### config.mk
export PLATFORM = sky130hd
export DESIGN_NAME = inst_data_mem_arbiter
export DESIGN_NICKNAME = d
export VERILOG_FILES = /design/src/rtl/inst_data_mem_arbiter.sv
export SDC_FILE = /design/constraint.sdc
export NUM_CORES = 1
export LEC_CHECK = 0
export BUFFER_PORTS_ARGS = -buffer_cell sky130_fd_sc_hd__buf_2
export CORE_AREA = 2 2 120 122
export DETAILED_ROUTE_END_ITERATION = 10
export DIE_AREA = 0 0 122 124
export GPL_TIMING_DRIVEN = 0
export SETUP_SLACK_MARGIN = 0.4
export SLEW_MARGIN = 30
export SYNTH_ARGS = -nofsm -noshare
export SYNTH_HDL_FRONTEND = slang
export SYNTH_SLANG_ARGS = --single-unit
export TNS_END_PERCENT = 5
### constraint.sdc
create_clock -name clk -period 7.8 [get_ports clk]
set_clock_uncertainty 0.1 [all_clocks]
set_input_delay 1.56 -clock clk [delete_from_list [all_inputs] [get_ports clk]]
set_output_delay 1.56 -clock clk [all_outputs]
set_load 0.02 [all_outputs]
### src/rtl/inst_data_mem_arbiter.sv
// Shares one pipelined memory slave port between instruction fetch and the load/store unit.
// Round-robin command arbitration with stall lock, plus an in-order tracker that routes read beats.

module inst_data_mem_arbiter #(
    parameter int p_addr_bits  = 32,
    parameter int p_data_bits  = 32,
    parameter int p_pend_depth = 8,
    parameter int p_pend_log2  = 3
) (
    input  logic                       clk,
    input  logic                       rst,

    input  logic [p_addr_bits-1:0]     i_inst_addr,
    input  logic                       i_inst_read,
    output logic                       o_inst_waitrequest,
    output logic [p_data_bits-1:0]     o_inst_readdata,
    output logic                       o_inst_readdatavalid,

    input  logic [p_addr_bits-1:0]     i_data_addr,
    input  logic                       i_data_read,
    input  logic                       i_data_write,
    input  logic [p_data_bits-1:0]     i_data_writedata,
    input  logic [p_data_bits/8-1:0]   i_data_byteenable,
    output logic                       o_data_waitrequest,
    output logic [p_data_bits-1:0]     o_data_readdata,
    output logic                       o_data_readdatavalid,

    output logic [p_addr_bits-1:0]     o_m_addr,
    output logic                       o_m_read,
    output logic                       o_m_write,
    output logic [p_data_bits-1:0]     o_m_writedata,
    output logic [p_data_bits/8-1:0]   o_m_byteenable,
    output logic [p_data_bits-1:0]     o_m_burstcount,
    input  logic                       i_m_waitrequest,
    input  logic [p_data_bits-1:0]     i_m_readdata,
    input  logic                       i_m_readdatavalid,

    output logic                       o_pend_full
);

    // Handshake: a command transfers on a cycle where read or write is high and
    // waitrequest is low; with waitrequest high the master must hold the command
    // unchanged. Read data returns one beat per readdatavalid, in issue order.

    localparam logic id_inst = 1'b0;
    localparam logic id_data = 1'b1;

    localparam logic [p_pend_log2:0]   count_full = (p_pend_log2+1)'(p_pend_depth);
    localparam logic [p_pend_log2:0]   count_one  = (p_pend_log2+1)'(1);
    localparam logic [p_pend_log2-1:0] ptr_last   = p_pend_log2'(p_pend_depth - 1);
    localparam logic [p_pend_log2-1:0] ptr_one    = p_pend_log2'(1);

    // Registered state
    logic                    r_rst_q;
    logic [p_pend_depth-1:0] r_ids;
    logic [p_pend_log2-1:0]  r_wr_ptr;
    logic [p_pend_log2-1:0]  r_rd_ptr;
    logic [p_pend_log2:0]    r_count;
    logic                    r_lock;
    logic                    r_lock_id;
    logic                    r_last_id;

    // Combinational control
    logic blk;
    logic rd_ok;
    logic req_i;
    logic req_d;
    logic gnt_any;
    logic gnt_id;
    logic accept;
    logic push;
    logic pop;
    logic head;

    function automatic logic [p_pend_log2-1:0] ptr_next(input logic [p_pend_log2-1:0] p);
        return (p == ptr_last) ? '0 : p + ptr_one;
    endfunction

    // Commands and valids are held off in the reset cycle and the one after it.
    assign blk = rst | r_rst_q;

    assign o_pend_full = (r_count == count_full);
    assign rd_ok       = ~o_pend_full;
    assign req_i       = i_inst_read & rd_ok;
    assign req_d       = (i_data_read & rd_ok) | i_data_write;

    always_comb begin
        gnt_any = 1'b0;
        gnt_id  = id_inst;
        if (!blk) begin
            if (r_lock) begin
                gnt_id  = r_lock_id;
                gnt_any = (r_lock_id == id_data) ? req_d : req_i;
            end else if (req_i && req_d) begin
                gnt_any = 1'b1;
                gnt_id  = ~r_last_id;
            end else if (req_d) begin
                gnt_any = 1'b1;
                gnt_id  = id_data;
            end else if (req_i) begin
                gnt_any = 1'b1;
                gnt_id  = id_inst;
            end
        end
    end

    always_comb begin
        o_m_addr       = '0;
        o_m_read       = 1'b0;
        o_m_write      = 1'b0;
        o_m_writedata  = '0;
        o_m_byteenable = '1;
        if (gnt_any) begin
            if (gnt_id == id_data) begin
                o_m_addr  = i_data_addr;
                o_m_read  = i_data_read & ~i_data_write;
                o_m_write = i_data_write;
                if (i_data_write) begin
                    o_m_writedata  = i_data_writedata;
                    o_m_byteenable = i_data_byteenable;
                end
            end else begin
                o_m_addr = i_inst_addr;
                o_m_read = 1'b1;
            end
        end
    end

    assign o_m_burstcount = p_data_bits'(1);

    assign accept = gnt_any & (o_m_read | o_m_write) & ~i_m_waitrequest;
    assign push   = accept & o_m_read;
    assign pop    = i_m_readdatavalid & (r_count != '0) & ~blk;
    assign head   = r_ids[r_rd_ptr];

    // A requester that is not granted, including a read blocked by a full tracker, stalls.
    assign o_inst_waitrequest = (gnt_any && gnt_id == id_inst) ? i_m_waitrequest : i_inst_read;
    assign o_data_waitrequest = (gnt_any && gnt_id == id_data) ? i_m_waitrequest
                                                                : (i_data_read | i_data_write);

    assign o_inst_readdata      = i_m_readdata;
    assign o_data_readdata      = i_m_readdata;
    assign o_inst_readdatavalid = pop & (head == id_inst);
    assign o_data_readdatavalid = pop & (head == id_data);

    always_ff @(posedge clk) begin
        r_rst_q <= rst;
        if (rst) begin
            r_wr_ptr  <= '0;
            r_rd_ptr  <= '0;
            r_count   <= '0;
            r_lock    <= 1'b0;
            r_lock_id <= id_inst;
            r_last_id <= id_inst;
        end else begin
            if (push) begin
                r_wr_ptr <= ptr_next(r_wr_ptr);
            end
            if (pop) begin
                r_rd_ptr <= ptr_next(r_rd_ptr);
            end
            if (push && !pop) begin
                r_count <= r_count + count_one;
            end else if (pop && !push) begin
                r_count <= r_count - count_one;
            end

            if (accept) begin
                r_lock    <= 1'b0;
                r_last_id <= gnt_id;
            end else if (gnt_any && i_m_waitrequest) begin
                r_lock    <= 1'b1;
                r_lock_id <= gnt_id;
            end
        end
    end

    // ID storage needs no reset: entries are only read between push and pop.
    always_ff @(posedge clk) begin
        if (!rst && push) begin
            r_ids[r_wr_ptr] <= gnt_id;
        end
    end

`ifndef SYNTHESIS
    always_ff @(posedge clk) begin
        assert (blk || !i_m_readdatavalid || r_count != '0)
            else $error("inst_data_mem_arbiter: readdatavalid with no read outstanding");
    end
`endif

endmodule

Word level (Yosys, flattened, before mapping)
Index checks and enable logic that the tools add are counted.

storage, ports and cells
  register bits after elaboration = 22
  logic and storage cells = 88

operators by class
  add/sub/neg operators = 4
  $lt $le $gt $ge = 3
  equal/unequal tests = 3
  multiplexer cells = 33
  bitwise operators = 22
  reduce and logical (&&, ||, !) cells = 15

operators with widths
  operator                                              number
  two-way mux 32 bit                                    5
  two-way mux 4 bit                                     5
  two-way mux 1 bit                                     18
  bitwise AND 1 bit                                     10
  bitwise mux 8 bit                                     1
  logical AND 1 bit                                     8
  < comparator 3 x 4 -> 1 bit (second input constant)   2
  inverter 1 bit                                        8
  adder 3 x 1 -> 3 bit (second input constant)          2
  == test 3 bit (second input constant)                 2
  two-way mux 3 bit                                     2
  adder 4 x 1 -> 4 bit (second input constant)          1
  == test 4 bit (second input constant)                 1
  bitwise OR 1 bit                                      4
  nonzero test 4 bit                                    1
  subtractor 4 x 1 -> 4 bit (second input constant)     1
  binary-select mux 1 bit (select 3 bit)                1
  demux 1 bit (select 3 bit)                            1
  >= comparator 3 x 1 -> 1 bit (second input constant)  1
  zero test 1 bit                                       3
  AND reduction 2 bit                                   1
  nonzero test 2 bit                                    1
  OR reduction 2 bit                                    1

Depth between registers and ports, before layout
  depth in word-level cells = 18
  depth in mapped cells = 13
  depth with buffers taken out = 11

Least setup slack after synthesis
OpenSTA, ideal clock, no wires.

  kind = input to output
  start = input rst
  end = output o_m_addr[12]
  data arrival time = 3021 ps
  data required time = 6140 ps
  setup slack = 3119 ps
  stages on the path = 6
  buffers on the path = 2
  path through = clkbuf_1 > or2_4 > a2111o_1 > a21oi_4 > buf_4 > a22o_1

on the way
  word-level cells in the longest chain between the ends = 4

RTL lines
  what                    line  source
  start, declared         11    input logic rst,
  bitwise OR 1 bit (*)    80    assign blk = rst | r_rst_q;
  two-way mux 1 bit       90    if (!blk) begin
  two-way mux 32 bit      114   if (gnt_id == id_data) begin
  two-way mux 32 bit (*)  113   if (gnt_any) begin
  end, declared           28    output logic [p_addr_bits-1:0] o_m_addr,

Every way passes the cells marked *; elsewhere a longest branch is shown, timed or not.

Worst setup path in the final report
  start = input rst
  end = output o_m_addr[22]

The elaborated chain is that of the path after synthesis.

==> impl_metrics.yaml <==
sta:
  fin_ws_ns: 2.60
  max_freq_mhz: 192
  fin_tns_setup_ns: 0
  tightest_slew_ns: 0.689
  relSlewSlack: 0.537
  holdWs_ns: 0.384
  slew_violations: 0
  fin_crit_sh: 0.667
  setup_viol: 0
  hold_viol_final: 0
  min_period_ns: 5.20
  rsz0062_at_grt: "false"
worst_setup_path:
  crit_buf_inv: 4
  endpoint_kind: "output pin"
  required_ns: 6.14
  path_cells: "buf_2 > clkbuf_1 > nor2_1 > nand4_1 > nor2_1 > clkbuf_1 > a22o_1 > buf_2"
  worst-setup-path-type: "input pin to output pin"
  cp_top_family: "buffers and inverters"
  cp-start-kind: "input pin"
  cp_max_fo: 10
  max_stage_delay_ns: 0.46
  crit_arrival_ns: 3.54
  cp_slowest_cell: "nor2_1"
power:
  vdd_drop_max_mv: 0.140
  finalPower_uw: 497
  combPwrFrac: 0.450
  p_leak_uw: 0.00243
  p_clk_frac: 0.288
  power_switching_uw: 169
  seq_power_share: 0.262
  p_int_uw: 328
  power_density_nw_per_um2: 118
  swShare: 0.340
synth:
  synth_area_leader_cell: "buf_4"
  synth_top_area_frac: 0.295
  synth_edf_count: 8
  synth_area_per_cell_sq_um: 8.57
  synthArstFlopShare: 0
  syn_area_sq_um: 2550
  synthesis.yosys.warnings: 0
  ys_seq_area_frac: 0.204
  ys_ff_latch: 22
  synth_cell_types: 48
  syn_inst: 297
  synth_area_leaders: "buf_4, a22o_1, dfxtp_1, edfxtp_1, and2_1"
  synthFlopType: "dfxtp_1"
detailed_routing:
  drcViolationCount: 0
  drtPass1Iterations: 6
  wl_met3_um: 871
  met1_length_mm: 4.36
  ant_nets: 0
  drt_iter0_markers: 83
  routed_wl_mm: 9.94
  routedWlPerCell_um: 13.1
  vias: 2866
  wl_met2_mm: 4.70
  viasPerCell: 3.78
  dr.max_layer_used: "met4"
hold_path:
  hp-class: "flop to flop"
place:
  dp_cells: 752
  dpl.hpwl_mm: 8.69
  place_congestion: 0.782
  port_buffers: 245
  pre_cts_ws_ns: 2.58
clock_network:
  cts_tree: "yes"
  ctsRootBufferMaster: "clkbuf_16"
  cts_buffers: 3
  insertion_delay_ns: 0.25
  cts_sinks: 22
  cts_resized: 0
  h-tree-depth: 1
  clkSlewWorstSetupHoldPaths_ns: 0.06
  cts_hold_buf: 0
  clk_path_buf_depth: 2
  post_cts_buffers: 0
global_routing:
  antenna_found_initial: 0
  grt_first_pass_wirelength_mm: 13.0
  grt_pass1_vias: 2391
  grt_max_degree: 14
  overflow: 0
  grt_use_total: 0.110
layout:
  final-seq-area_sq_um: 520
  drive_gt1_frac: 0.635
  final_cells: 759
  layout_commonest_cell: "buf_2"
  nets: 724
  area_delta_synth_final_pct: 65.8
  final_cell_mix: "buf_2, buf_4, a22o_1, and2_1, conb_1"
  fill_cells: 1513
  multi_input_area_sq_um: 1320
floorplan:
  dieWidth_um: 122
  core_area_sq_um: 13700
  dieArea_sq_um: 15100
  ios: 310
  initial_utilization: 0.186
  num_rows: 43
  die_h_um: 124
outcome:
  outcome: "complete, no violations"
run:
  maxCapViolCount: 0
[worst reg2reg max path, stage by stage (launching register included)]
cell      delay (ns)
dfxtp_1         0.40
nor2b_1         0.49
nor4b_2         0.13
o211ai_1        0.34
buf_2           0.28
inv_1           0.07
ha_1            0.21
inv_1           0.12
ha_1            0.28
a21oi_1         0.21
a211oi_1        0.10
a31oi_1         0.17
mux2_2          0.34
[Yosys cell counts (2+ instances only)]
| cell | count |
|---|---|
| buf_4 | 100 |
| a22o_1 | 32 |
| and2_1 | 32 |
| nor2_1 | 18 |
| dfxtp_1 | 14 |
| edfxtp_1 | 8 |
| ha_1 | 7 |
| inv_1 | 7 |
| a21oi_1 | 5 |
| clkbuf_1 | 5 |
| mux2i_1 | 5 |
| mux2_2 | 4 |
| nand2_1 | 4 |
| nor3_1 | 4 |
| nor4_1 | 4 |
| nand2b_1 | 3 |
| nand3_1 | 3 |
| nor2b_1 | 3 |
| nor4b_1 | 3 |
| or2b_1 | 3 |
| and4_1 | 2 |
| buf_2 | 2 |
| clkbuf_2 | 2 |
| conb_1 | 2 |
| mux4_2 | 2 |
[final timing paths]
check / startpoint / endpoint / slack [ns] / cells after the start
hold reg to reg: r_lock_id / r_lock_id / 0.38 / 2
setup reg to reg: r_lock / r_count[3] / 4.45 / 12
setup / recovery: rst / o_m_addr[22] / 2.60 / 8
hold / removal: r_lock_id / r_lock_id / 0.38 / 2
[kinds of logic (layout without fill, tap and decap cells)]
family,after synthesis,in the layout,synth area share
AND/OR/NAND/NOR,88,88,0.213
multiplexers,11,11,0.0550
buffers and inverters,117,366,0.322
flip-flops,22,22,0.204
AO/OA/AOI/OAI,47,47,0.154
other,2,35,0.00295
XOR/XNOR,2,2,0.00688
adder cells (fa/ha/maj),8,8,0.0423
[through the flow]
stage	area [sq um]	util
after global routing	4220	0.307
after CTS	4220	0.307
after global placement	4110	0.300
after floorplan	2660	-
final	4220	0.308
after detailed placement	4110	0.300
[sequential cells by signal, summed over array words and instances (netlist names)]
name,cells
r_lock,1
r_lock_id,1
r_wr_ptr,3
r_ids,8
r_rst_q,1
r_count,4
r_rd_ptr,3
r_last_id,1
[per-layer routing]
layer | GRT usage | vias up
met1 | 0.158 | 1237
met4 | 0.00216 | 0
met3 | 0.0174 | 2
li1 | - | 1471
met5 | 0 | -
met2 | 0.182 | 156
[final cells by class]
type	instances	area share
flip-flops and latches	22	0.123
multi-input cells	188	0.312
clock buffers	3	0.0178
diodes	3	0.00178
plain buffers	109	0.187
inverters	8	0.00711
repair buffers	245	0.290
clock inverters	1	0.00711
well taps	180	0.0533
[power groups by stage]
stage,sequential [uW],combinational [uW],clock (uW)
2_1_floorplan,131,152,0
3_3_place_gp,133,223,0
3_5_place_dp,133,224,0
4_1_cts,130,224,145
5_1_grt,131,242,151
6_report,130,224,143
(Power assumes the default switching activity.)
